[config.mk]
export PLATFORM = sky130hd
export DESIGN_NAME = mux_nto1_stream
export DESIGN_NICKNAME = d
export VERILOG_FILES = /design/src/rtl/mux_nto1_stream.sv
export SDC_FILE = /design/constraint.sdc
export NUM_CORES = 1
export LEC_CHECK = 0
export ABC_CLOCK_PERIOD_IN_PS = 3480
export CAP_MARGIN = 10
export CELL_PAD_IN_SITES_DETAIL_PLACEMENT = 0
export CELL_PAD_IN_SITES_GLOBAL_PLACEMENT = 1
export CORE_MARGIN = 1.5
export CORE_UTILIZATION = 28
export DETAILED_ROUTE_END_ITERATION = 7
export GPL_TIMING_DRIVEN = 0
export MAX_ROUTING_LAYER = met4
export PLACE_DENSITY_LB_ADDON = 0.1
export RECOVER_POWER = 50
export SYNTH_ARGS = -nofsm -noshare
export SYNTH_HDL_FRONTEND = slang
export SYNTH_SLANG_ARGS = --single-unit
[constraint.sdc]
create_clock -name clk_in -period 3.48 [get_ports clk_in]
set_clock_uncertainty 0.2 [all_clocks]
set_input_delay 0.87 -clock clk_in [delete_from_list [all_inputs] [get_ports clk_in]]
set_output_delay 0.87 -clock clk_in [all_outputs]
set_load 0.03 [all_outputs]
[src/rtl/mux_nto1_stream.sv]
// mux_nto1_stream: N-to-1 valid/ready stream mux with fixed or round-robin selection and a registered output
module mux_nto1_stream #(
    parameter int N = 4,
    parameter int W = 8,
    localparam int S = (N > 1) ? $clog2(N) : 1
) (
    input  logic           clk_in,
    input  logic           rst_in,
    input  logic           mode_in,
    input  logic [S-1:0]   sel_in,
    input  logic [N*W-1:0] d_in,
    input  logic [N-1:0]   valid_in,
    output logic [N-1:0]   ready_out,
    output logic [W-1:0]   y_out,
    output logic           y_valid_out,
    input  logic           y_ready_in,
    output logic [S-1:0]   ch_out,
    output logic           sel_err_out
);
    localparam logic [2**S-1:0] SEL_MASK = {(2**S){1'b1}} >> (2**S - N);
    logic [S-1:0] ptr, k, idx;
    logic gnt, accept, xfer, sel_ok;
    assign accept = !y_valid_out || y_ready_in;
    assign sel_ok = SEL_MASK[sel_in];
    always_comb begin
        k = sel_ok ? sel_in : '0;
        gnt = sel_ok;
        idx = '0;
        if (mode_in) begin
            k = '0;
            gnt = 1'b0;
            for (int j = N - 1; j >= 0; j--) begin
                idx = S'((int'(ptr) + j) % N);
                if (valid_in[idx]) begin
                    k = idx;
                    gnt = 1'b1;
                end
            end
        end
    end
    assign xfer = accept && gnt && valid_in[k];
    assign ready_out = (accept && gnt && !rst_in) ? N'(1) << k : '0;
    always_ff @(posedge clk_in or posedge rst_in) begin
        if (rst_in) begin
            ptr <= '0;
            y_out <= '0;
            ch_out <= '0;
            y_valid_out <= 1'b0;
            sel_err_out <= 1'b0;
        end else begin
            if (!mode_in && !sel_ok) sel_err_out <= 1'b1;
            if (xfer && mode_in) ptr <= (int'(k) == N - 1) ? '0 : k + 1'b1;
            if (accept) begin
                y_valid_out <= xfer;
                if (xfer) begin
                    y_out <= d_in[int'(k)*W +: W];
                    ch_out <= k;
                end
            end
        end
    end
endmodule
==> metrics.md, run 1 <==
| Metric | Value |
|---|---|
| Most used DFF post-synth | `dfrtp_1` |
| Setup TNS | `0 ns` |
| CORE AREA | `3720 sq um` |
| Data required, critical path | `2.41 ns` |
| Pwr dens | `622 nW/um^2` |
| CP Cell Sequence | `clkdlybuf4s50_1 > a221o_2 > buf_6 > inv_2 > ha_1 > and3_4 > buf_6` |
| Pre-antenna DRT Iters | `6` |
| Worst-path clk slew | `0.06 ns` |
| Highest Clock Rate | `289 MHz` |
| # diodes | `0` |
| Hold Startpoint | `ch_out[1]` |
| Maximum clock path buffer count | `2` |
| Reg2reg start | `ptr[0]` |
| CP endpoint kind | `output pin` |
| Antenna violations before repair | `0` |
| Largest family of logic cells by synthesized area | `compound AO/OA/AOI/OAI gates` |
| Synth top area share | `29.6%` |
| Crit-path most repeated cell | `buf_6` |
| Clock latency at the later pin of the worst-skew pair | `0.24 ns` |
| Post-Synthesis Cells | `115` |
| Synth warn | `0` |
| Number of global-route vias before repair | `1118` |
| Critical Path Start | `sel_in[0]` |
| Initial DRC Count | `69` |
| Initial Util | `29.5%` |
| CP Class | `input port to output pin` |
| Gr busiest metal | `met2` |
| Number of flops mapped to enable cells by yosys | `0` |
| Period utilisation layout | `99.3%` |
| Slowest-stage cell, CP | `a221o_2` |
| Met3 GRT Util | `4.97%` |
| Hold_ws | `0.318 ns` |
| Post-synth top cells | `inv_1 (14), dfrtp_1 (13), mux2_2 (10), mux2i_1 (9), nor2_1 (9)` |
| FF+latch count, synth | `13` |
| Post-synthesis mux area share | `18.5%` |
| Post-synth ARST share | `100%` |
| Mapped Area | `1100 sq um` |
| Largest net degree at the start of global routing | `16` |
| First-pass GRT wire length | `5430 microns` |
| Avg Cell Area, Syn | `9.54 sq um` |
| Crit-path max FO | `3` |
| Boundary Pins | `58` |
| Area contributors post-synth | `dfrtp_1 (30%), mux2_2 (10%), mux2i_1 (8.2%), o221ai_1 (5.6%), inv_1 (4.8%)` |
| Met2 Track Usage GR | `26.4%` |
| WL final | `3340 microns` |
| Final slew viol count | `0` |
| Clk Tree Root Cell | `clkbuf_8` |
| Core Util, Final | `51.1%` |
| # DRC | `0` |
| Outcome | `completed` |
| Via Count | `1135` |
| Min Tclk post-route | `3.45 ns` |
| Worst Hold End | `ch_out[1]` |
| TritonCTS Buffers | `3` |
| Hold Fails Final Rpt | `0` |
| Path depth of the worst reg2reg path | `8` |
| Total track usage | `16.9%` |
| Die area | `4300 sq um` |
| Die height | `65.6 microns` |
| Power, Total | `1.18 mW` |
| CTS tree | `done` |
| Register area share after synthesis | `29.6%` |
| Most common cell in the netlist | `inv_1` |
| Share of layout cells above drive strength 1 | `32.6%` |
| Worst path bufs/invs | `4` |
| Synth area leader | `dfrtp_1` |
| Hold Path Class | `register to register` |
| Synth-to-Final Area Change | `73.0%` |
| RD Place Congestion | `0.850` |
| Vias per std cell | `4.89` |
| Global route overflow | `0` |
| H-tree depth | `1` |
| Setup violations, final | `0` |
| Fillers | `363` |
| Setup slack after layout | `0.0252 ns` |
| Row cnt | `22` |
| Reg2reg setup slack | `1.16 ns` |
| CP top delay family | `buffers and inverters` |
| Syn_nets | `159` |
| Maxcap violations | `0` |
| Clk sinks | `13` |
| Detailed placer's ending HPWL | `2320 microns` |
| # port buffers | `55` |
| Netlist cell types | `35` |
| Post-route ant nets | `0` |
| Worst setup SP type | `input port` |
| WHS Path Cells | `1` |
| Maximum vdd drop | `0.331 mV` |
| Actual slew at the worst max-slew pin | `0.594 ns` |
| Synth Area in Adders | `2.28%` |
| Simple-gate share of the synthesized area | `16.6%` |
| DR WL/cell | `14.4 microns` |
| Die width | `65.6 microns` |
| RSZ-0062 raised after global routing | `yes` |
| Arr. time, crit path | `2.38 ns` |
| Placement Setup Slack | `-1.20 ns` |
| R2R Path End | `y_out[5]` |
| Compound-gate portion of the synthesized area | `21.7%` |
| Slew HR | `60.4%` |
| XOR/XNOR share of the synthesized area | `0%` |
| Max stage delay on crit path | `0.43 ns` |
| Nets | `229` |
| Met1 usage | `22.4%` |
| Leakage | `0.841 nW` |
[state kept, by name, indices dropped and copies added, names as in the netlist]
name,flops
y_out,8
ch_out,2
ptr,2
y_valid_out,1
[cells in the final DEF, fill, tap and decap left out, drive strengths merged, types with 2 or more instances in the layout]
cell           synthesis  layout
ha                     2       2
o221ai                 9       9
nand3                  8       8
or3                    2       2
nand2                  3       3
a21oi                  4       4
inv                   14      14
dlymetal6s2s           0       2
mux2                  10      10
clkdlybuf4s50          0      38
buf                    7      22
nor2                   9       9
mux2i                  9       9
nand2b                 2       2
and3                   2       2
nor2b                  2       2
dfrtp                 13      13
dlygate4sd3            0       7
o21ai                  3       3
or2                    3       3
clkbuf                 0       7
[how the worst max path moves through the flow]
stage	to	depth (start not counted)
after floorplan	ready_out[0]	6
after global placement	ready_out[2]	8
after detailed placement	ready_out[3]	8
after CTS	ready_out[1]	7
after global routing	ready_out[2]	7
final	ready_out[2]	7
[worst register-to-register path: stages (launching register included)]
cell and delay, ns:
dfrtp_1 0.46, nand2b_1 0.22, a221oi_4 0.31, buf_4 0.18, o21a_1 0.13, o221ai_2 0.11
mux2i_1 0.22, buf_4 0.22, o221ai_1 0.13
[cell type report]
cell class              count  area [sq um]  area share, %
flip-flops and latches     13           325           17.1
inverters                  14          52.6           2.77
repair buffers             65           621           32.7
well taps                  48          60.1           3.16
clock buffers               4          45.0           2.37
plain buffers               7          75.1           3.96
multi-input cells          81           719           37.9
[repair_timing]
action                                  CTS  global route
buffers inserted                          8             2
hold buffers                              0             0
endpoints found under the setup margin    4             4
pin swaps                                 2             4
gates resized for setup                  48            19
[routing by layer]
metal  wire length [microns]  part of all wire [%]
met1                    1560                    47
met2                    1540                    46
met3                     226                   6.8
met4                      18                  0.54
met5                       0                     0
[where the power goes]
part / total (mW) / switching [mW] / internal [mW]
combinational: 0.774 / 0.400 / 0.374
sequential: 0.269 / 0.0441 / 0.225
clock: 0.138 / 0.0568 / 0.0809
[logic make-up after synthesis]
| family | after synthesis |
|---|---|
| adder cells (fa/ha/maj) | 2 |
| AO/OA/AOI/OAI | 26 |
| flip-flops | 13 |
| multiplexers | 19 |
| AND/OR/NAND/NOR | 33 |
| other | 1 |
| buffers and inverters | 21 |
[per-stage QoR]
step | cell area [sq um] | instances
2_1_floorplan | 1100 | 115
3_3_place_gp | 1710 | 218
3_5_place_dp | 1710 | 218
4_1_cts | 1820 | 230
5_1_grt | 1900 | 232
6_report | 1900 | 232
Note: power is estimated with default switching activity, not from simulation.
==> run 2: changes to the inputs <==
CORE_UTILIZATION = 29   (was 28)
CTS_BUF_LIST = sky130_fd_sc_hd__clkbuf_2 sky130_fd_sc_hd__clkbuf_4 sky130_fd_sc_hd__clkbuf_8   (was unset)
==> metrics.md, run 2 (synthesized netlist as in run 1, its figures left out) <==
| Metric | Value |
|---|---|
| Outcome | `completed (unchanged)` |
| Min Tclk post-route | `3.43 ns (was 3.45 ns)` |
| Dpl cells | `218 (unchanged)` |
| TritonCTS Buffers | `3 (unchanged)` |
| Biggest regs | `y_out: 8 flops, ch_out: 2 flops, ptr: 2 flops (unchanged)` |
| Pwr dens | `629 nW/um^2 (was 622 nW/um^2)` |
| Number of flip-flops under the largest register name | `8 (unchanged)` |
| Worst setup SP type | `input port (unchanged)` |
| Switching Share | `42.3% (was 42.4%)` |
| Die area | `4160 sq um (was 4300 sq um)` |
| Sequential fraction of design power | `22.4% (was 22.8%)` |
| Crit-path most repeated cell | `buf_6 (unchanged)` |
| Final instance area | `1890 sq um (was 1900 sq um)` |
| Clk sinks | `13 (unchanged)` |
| RSZ-0062 raised after global routing | `no (was yes)` |
| Initial DRC Count | `43 (was 69)` |
| Final slew viol count | `0 (unchanged)` |
| Maxcap violations | `0 (unchanged)` |
| Actual slew at the worst max-slew pin | `0.785 ns (was 0.594 ns)` |
| Total track usage | `16.6% (was 16.9%)` |
| H-tree depth | `1 (unchanged)` |
| CORE AREA | `3630 sq um (was 3720 sq um)` |
| Row cnt | `22 (unchanged)` |
| Global route overflow | `0 (unchanged)` |
| Data required, critical path | `2.41 ns (about the same)` |
| Synth-to-Final Area Change | `72.5% (was 73.0%)` |
| Layout Cells excl Fill | `232 (unchanged)` |
| Slew HR | `47.7% (was 60.4%)` |
| Nets | `229 (unchanged)` |
| DR WL met3 | `163 microns (was 226 microns)` |
| Share of layout cells above drive strength 1 | `32.6% (unchanged)` |
| CP Class | `input port to output pin (unchanged)` |
| Highest Clock Rate | `292 MHz (was 289 MHz)` |
| Die width | `64.5 microns (was 65.6 microns)` |
| Arr. time, crit path | `2.36 ns (was 2.38 ns)` |
| Initial Util | `30.2% (was 29.5%)` |
| Top reg by flops | `y_out (unchanged)` |
| Detailed placer's ending HPWL | `2430 microns (was 2320 microns)` |
| Maximum clock path buffer count | `2 (unchanged)` |
| Psw | `0.503 mW (was 0.501 mW)` |
| Vias per std cell | `4.85 (was 4.89)` |
| Hold_buf cts | `0 (unchanged)` |
| M1 WL | `1650 microns (was 1560 microns)` |
| Max layer used | `met4 (unchanged)` |
| Internal | `0.687 mW (was 0.680 mW)` |
| Post-route ant nets | `0 (unchanged)` |
| Hold Path Class | `register to register (unchanged)` |
| Max stage delay on crit path | `0.42 ns (was 0.43 ns)` |
| Pre-antenna DRT Iters | `4 (was 6)` |
| CP Cell Sequence | `clkdlybuf4s50_1 > a221o_2 > buf_6 > inv_2 > ha_1 > and3_4 > buf_6 (unchanged)` |
| RD Place Congestion | `0.830 (was 0.850)` |
| First-pass GRT wire length | `5240 microns (was 5430 microns)` |
| Combinational power share | `65.2% (was 65.6%)` |
| Slowest-stage cell, CP | `a221o_2 (unchanged)` |
| Clock power frac | `12.4% (was 11.7%)` |
| # port buffers | `55 (unchanged)` |
| Antenna violations before repair | `0 (unchanged)` |
| Via Count | `1125 (was 1135)` |
| CP top delay family | `buffers and inverters (unchanged)` |
| Hold Fails Final Rpt | `0 (unchanged)` |
| Setup violations, final | `0 (unchanged)` |
| Maximum vdd drop | `0.347 mV (was 0.331 mV)` |
| Crit-path max FO | `3 (unchanged)` |
| Leakage | `0.839 nW (was 0.841 nW)` |
| Placed Area | `1710 sq um (unchanged)` |
| CTS tree | `done (unchanged)` |
| # DRC | `0 (unchanged)` |
| Die height | `64.5 microns (was 65.6 microns)` |
| # diodes | `0 (unchanged)` |
| CP endpoint kind | `output pin (unchanged)` |
| Detail Route met2 WL | `1510 microns (was 1540 microns)` |
| Boundary Pins | `58 (unchanged)` |
| Largest net degree at the start of global routing | `16 (unchanged)` |
| Worst-path clk slew | `0.06 ns (about the same)` |
| DR WL/cell | `14.4 microns (about the same)` |
| Worst path bufs/invs | `4 (unchanged)` |
| WL final | `3340 microns (about the same)` |
| Most common cell after layout, fill and taps aside | `clkdlybuf4s50_1 (unchanged)` |
| Period utilisation layout | `98.6% (was 99.3%)` |
| Commonest cells after routing, fill and taps aside | `clkdlybuf4s50_1 (39), inv_1 (13), dfrtp_1 (13) (was clkdlybuf4s50_1 (38), inv_1 (13), dfrtp_1 (13))` |
| Core Util, Final | `52.1% (was 51.1%)` |
| Clk Tree Root Cell | `clkbuf_8 (unchanged)` |
| Hold_ws | `0.300 ns (was 0.318 ns)` |
| Number of global-route vias before repair | `1090 (was 1118)` |
| Clock latency at the later pin of the worst-skew pair | `0.24 ns (about the same)` |
## run 2: worst paths after layout
check                      slack (ns)  cells after the start       from           end
max in group asynchronous        1.87                      2     rst_in      y_out[1]
setup / recovery                 0.05                      7  sel_in[0]  ready_out[2]
setup reg to reg                 1.06                     10     ptr[1]      y_out[4]
hold / removal                   0.30                      2  ch_out[0]     ch_out[0]
min in group asynchronous        0.83                      2     rst_in     ch_out[1]
hold reg to reg                  0.30                      2  ch_out[0]     ch_out[0]
## run 2: stage by stage
stage	TNS [ns]	total power, mW	setup WS (ns)
2_1_floorplan	0	0.720	0.0750
3_5_place_dp	-4.21	0.984	-1.17
3_3_place_gp	-4.29	0.978	-1.21
5_1_grt	0	1.26	0.000643
6_report	0	1.19	0.0500
4_1_cts	0	1.20	0.000929
## run 2: power by group through the flow
stage               clock network [mW]  registers (mW)  logic (mW)
finish                           0.147           0.267       0.776
global route                     0.159           0.275       0.829
CTS                              0.151           0.270       0.775
detailed placement                   0           0.272       0.711
global placement                     0           0.270       0.708
floorplan                            0           0.389       0.331
## run 2: worst min-delay path, stage by stage (launching register included)
cell	delay (ns)
dfrtp_1	0.34
a21oi_1	0.04
nor2_1	0.08
## run 2: layer usage
metal / vias up / GRT usage [%]
met1: 538 / 23.1
met5: - / -
met2: 33 / 25.0
met3: 2 / 3.99
met4: 0 / 2.39
li1: 552 / -
## run 2: layout make-up
type,instances,area [sq um]
tap,48,60.1
multi-input combinational,81,714
inverter,14,52.6
clock buffer,4,48.8
sequential,13,325
buffer,7,75.1
timing repair buffer,65,617
fill,370,1740
## run 2: timing repair
item,CTS,global route
resized for setup,53,16
cloned,0,0
pin swaps,4,3
endpoints found under the setup margin,4,4
setup buffers,9,1
==> run 3: changes to the inputs <==
CTS_CLUSTER_SIZE = 30   (was unset)
RECOVER_POWER = 25   (was 50)
==> metrics.md, run 3 (synthesized netlist as in run 1, its figures left out) <==
| Metric | Value |
|---|---|
| Slowest-stage cell, CP | `a221o_2 (unchanged)` |
| Die area | `4160 sq um (unchanged)` |
| Hold Fails Final Rpt | `0 (unchanged)` |
| TritonCTS Buffers | `3 (unchanged)` |
| Crit-path most repeated cell | `buf_6 (unchanged)` |
| Initial DRC Count | `46 (was 43)` |
| Clock latency at the later pin of the worst-skew pair | `0.24 ns (about the same)` |
| Hold_ws | `0.305 ns (was 0.300 ns)` |
| Vias per std cell | `4.84 (was 4.85)` |
| Final slew viol count | `0 (unchanged)` |
| Post-route ant nets | `0 (unchanged)` |
| Crit-path max FO | `3 (unchanged)` |
| CP endpoint kind | `output pin (unchanged)` |
| Largest net degree at the start of global routing | `16 (unchanged)` |
| Layout Cells excl Fill | `232 (unchanged)` |
| CP Cell Sequence | `clkdlybuf4s50_1 > a221o_2 > buf_6 > inv_2 > ha_1 > and3_4 > buf_6 (unchanged)` |
| Hold_buf cts | `0 (unchanged)` |
| CP Class | `input port to output pin (unchanged)` |
| Worst path bufs/invs | `4 (unchanged)` |
| Synth-to-Final Area Change | `72.9% (was 72.5%)` |
| Nets | `229 (unchanged)` |
| Actual slew at the worst max-slew pin | `0.584 ns (was 0.785 ns)` |
| Worst setup SP type | `input port (unchanged)` |
| Pwr dens | `636 nW/um^2 (was 629 nW/um^2)` |
| Die width | `64.5 microns (unchanged)` |
| Setup violations, final | `0 (unchanged)` |
| Clk Tree Root Cell | `clkbuf_8 (unchanged)` |
| Setup TNS | `0 ns (unchanged)` |
| Final instance area | `1900 sq um (was 1890 sq um)` |
| Slew HR | `61.0% (was 47.7%)` |
| CORE AREA | `3630 sq um (unchanged)` |
| Total track usage | `16.6% (unchanged)` |
| Arr. time, crit path | `2.35 ns (was 2.36 ns)` |
| Outcome | `completed (unchanged)` |
| Commonest cells after routing, fill and taps aside | `clkdlybuf4s50_1 (45), inv_1 (13), dfrtp_1 (13) (was clkdlybuf4s50_1 (39), inv_1 (13), dfrtp_1 (13))` |
| Highest Clock Rate | `292 MHz (about the same)` |
| Number of global-route vias before repair | `1090 (unchanged)` |
| Via Count | `1124 (was 1125)` |
| Boundary Pins | `58 (unchanged)` |
| # DRC | `0 (unchanged)` |
| RD Place Congestion | `0.830 (unchanged)` |
| Biggest regs | `y_out: 8 flops, ch_out: 2 flops, ptr: 2 flops (unchanged)` |
| Max stage delay on crit path | `0.42 ns (about the same)` |
| Dpl cells | `218 (unchanged)` |
| Pre-antenna DRT Iters | `4 (unchanged)` |
| Hold Path Class | `register to register (unchanged)` |
| Top reg by flops | `y_out (unchanged)` |
| Row cnt | `22 (unchanged)` |
| Period utilisation layout | `98.4% (was 98.6%)` |
| Maximum clock path buffer count | `2 (unchanged)` |
| Placed Area | `1710 sq um (unchanged)` |
| CTS tree | `done (unchanged)` |
| Antenna violations before repair | `0 (unchanged)` |
| Fillers | `368 (was 370)` |
| Die height | `64.5 microns (unchanged)` |
| Global route overflow | `0 (unchanged)` |
| Maximum vdd drop | `0.349 mV (was 0.347 mV)` |
| # port buffers | `55 (unchanged)` |
| DR WL/cell | `14.4 microns (about the same)` |
| Detailed placer's ending HPWL | `2430 microns (unchanged)` |
| First-pass GRT wire length | `5240 microns (unchanged)` |
| Maxcap violations | `0 (unchanged)` |
| Number of flip-flops under the largest register name | `8 (unchanged)` |
| Initial Util | `30.2% (unchanged)` |
| Clk sinks | `13 (unchanged)` |
| Min Tclk post-route | `3.42 ns (was 3.43 ns)` |
| H-tree depth | `1 (unchanged)` |
| Most common cell after layout, fill and taps aside | `clkdlybuf4s50_1 (unchanged)` |
| WL final | `3340 microns (about the same)` |
| Leakage | `0.834 nW (was 0.839 nW)` |
| CP top delay family | `buffers and inverters (unchanged)` |
| RSZ-0062 raised after global routing | `no (unchanged)` |
| Data required, critical path | `2.41 ns (about the same)` |
| Share of layout cells above drive strength 1 | `33.2% (was 32.6%)` |
| Worst-path clk slew | `0.06 ns (about the same)` |
| # diodes | `0 (unchanged)` |
==> run 3: tightest hold or removal path: cells and delay by family, from the launching register on <==
family / cells / cell delay (ns)
flops: 1 / 0.34
compound gates: 1 / 0.04
simple gates: 1 / 0.08
==> run 3: worst paths after layout <==
check	from	endpoint	slack, ns	depth (start not counted)
hold / removal	ch_out[0]	ch_out[0]	0.30	2
max in group asynchronous	rst_in	y_out[1]	1.87	2
setup reg to reg	ptr[1]	y_out[4]	1.06	10
setup / recovery	sel_in[0]	ready_out[2]	0.06	7
hold reg to reg	ch_out[0]	ch_out[0]	0.30	2
min in group asynchronous	rst_in	y_out[5]	0.83	2
==> run 3: metrics by stage <==
stage / worst slack, ns / util [%] / power (mW)
finish: 0.0568 / 52.2 / 1.21
global route: 0.000643 / 52.2 / 1.28
CTS: 0.000929 / 50.9 / 1.20
detailed placement: -1.17 / 47.0 / 0.984
global placement: -1.21 / 47.0 / 0.978
floorplan: 0.0750 / - / 0.720
==> run 3: what timing repair did <==
item                                    CTS  global route
setup buffers                             9             1
pin swaps                                 4             3
endpoints found under the setup margin    4             4
gates resized for setup                  53            16
==> run 3: power breakdown <==
part / total (mW) / leakage, nW / switching, mW / internal (mW)
logic: 0.788 / 0.651 / 0.401 / 0.387
clock network: 0.149 / 0.0262 / 0.0598 / 0.0888
registers: 0.269 / 0.156 / 0.0446 / 0.225
==> run 3: per-layer routing <==
layer  GRT usage [%]  wire length, microns
met1            23.1                  1640
met2            25.0                  1520
met3            3.99                   170
met4            2.39                     8
met5               -                     0
==> run 3: final cells by class <==
type	instances	area (sq um)	area share, %
buffer	7	75.1	3.96
inverter	14	52.6	2.77
tap	48	60.1	3.17
sequential	13	325	17.2
clock buffer	4	48.8	2.57
multi-input combinational	81	718	37.9
timing repair buffer	65	617	32.5
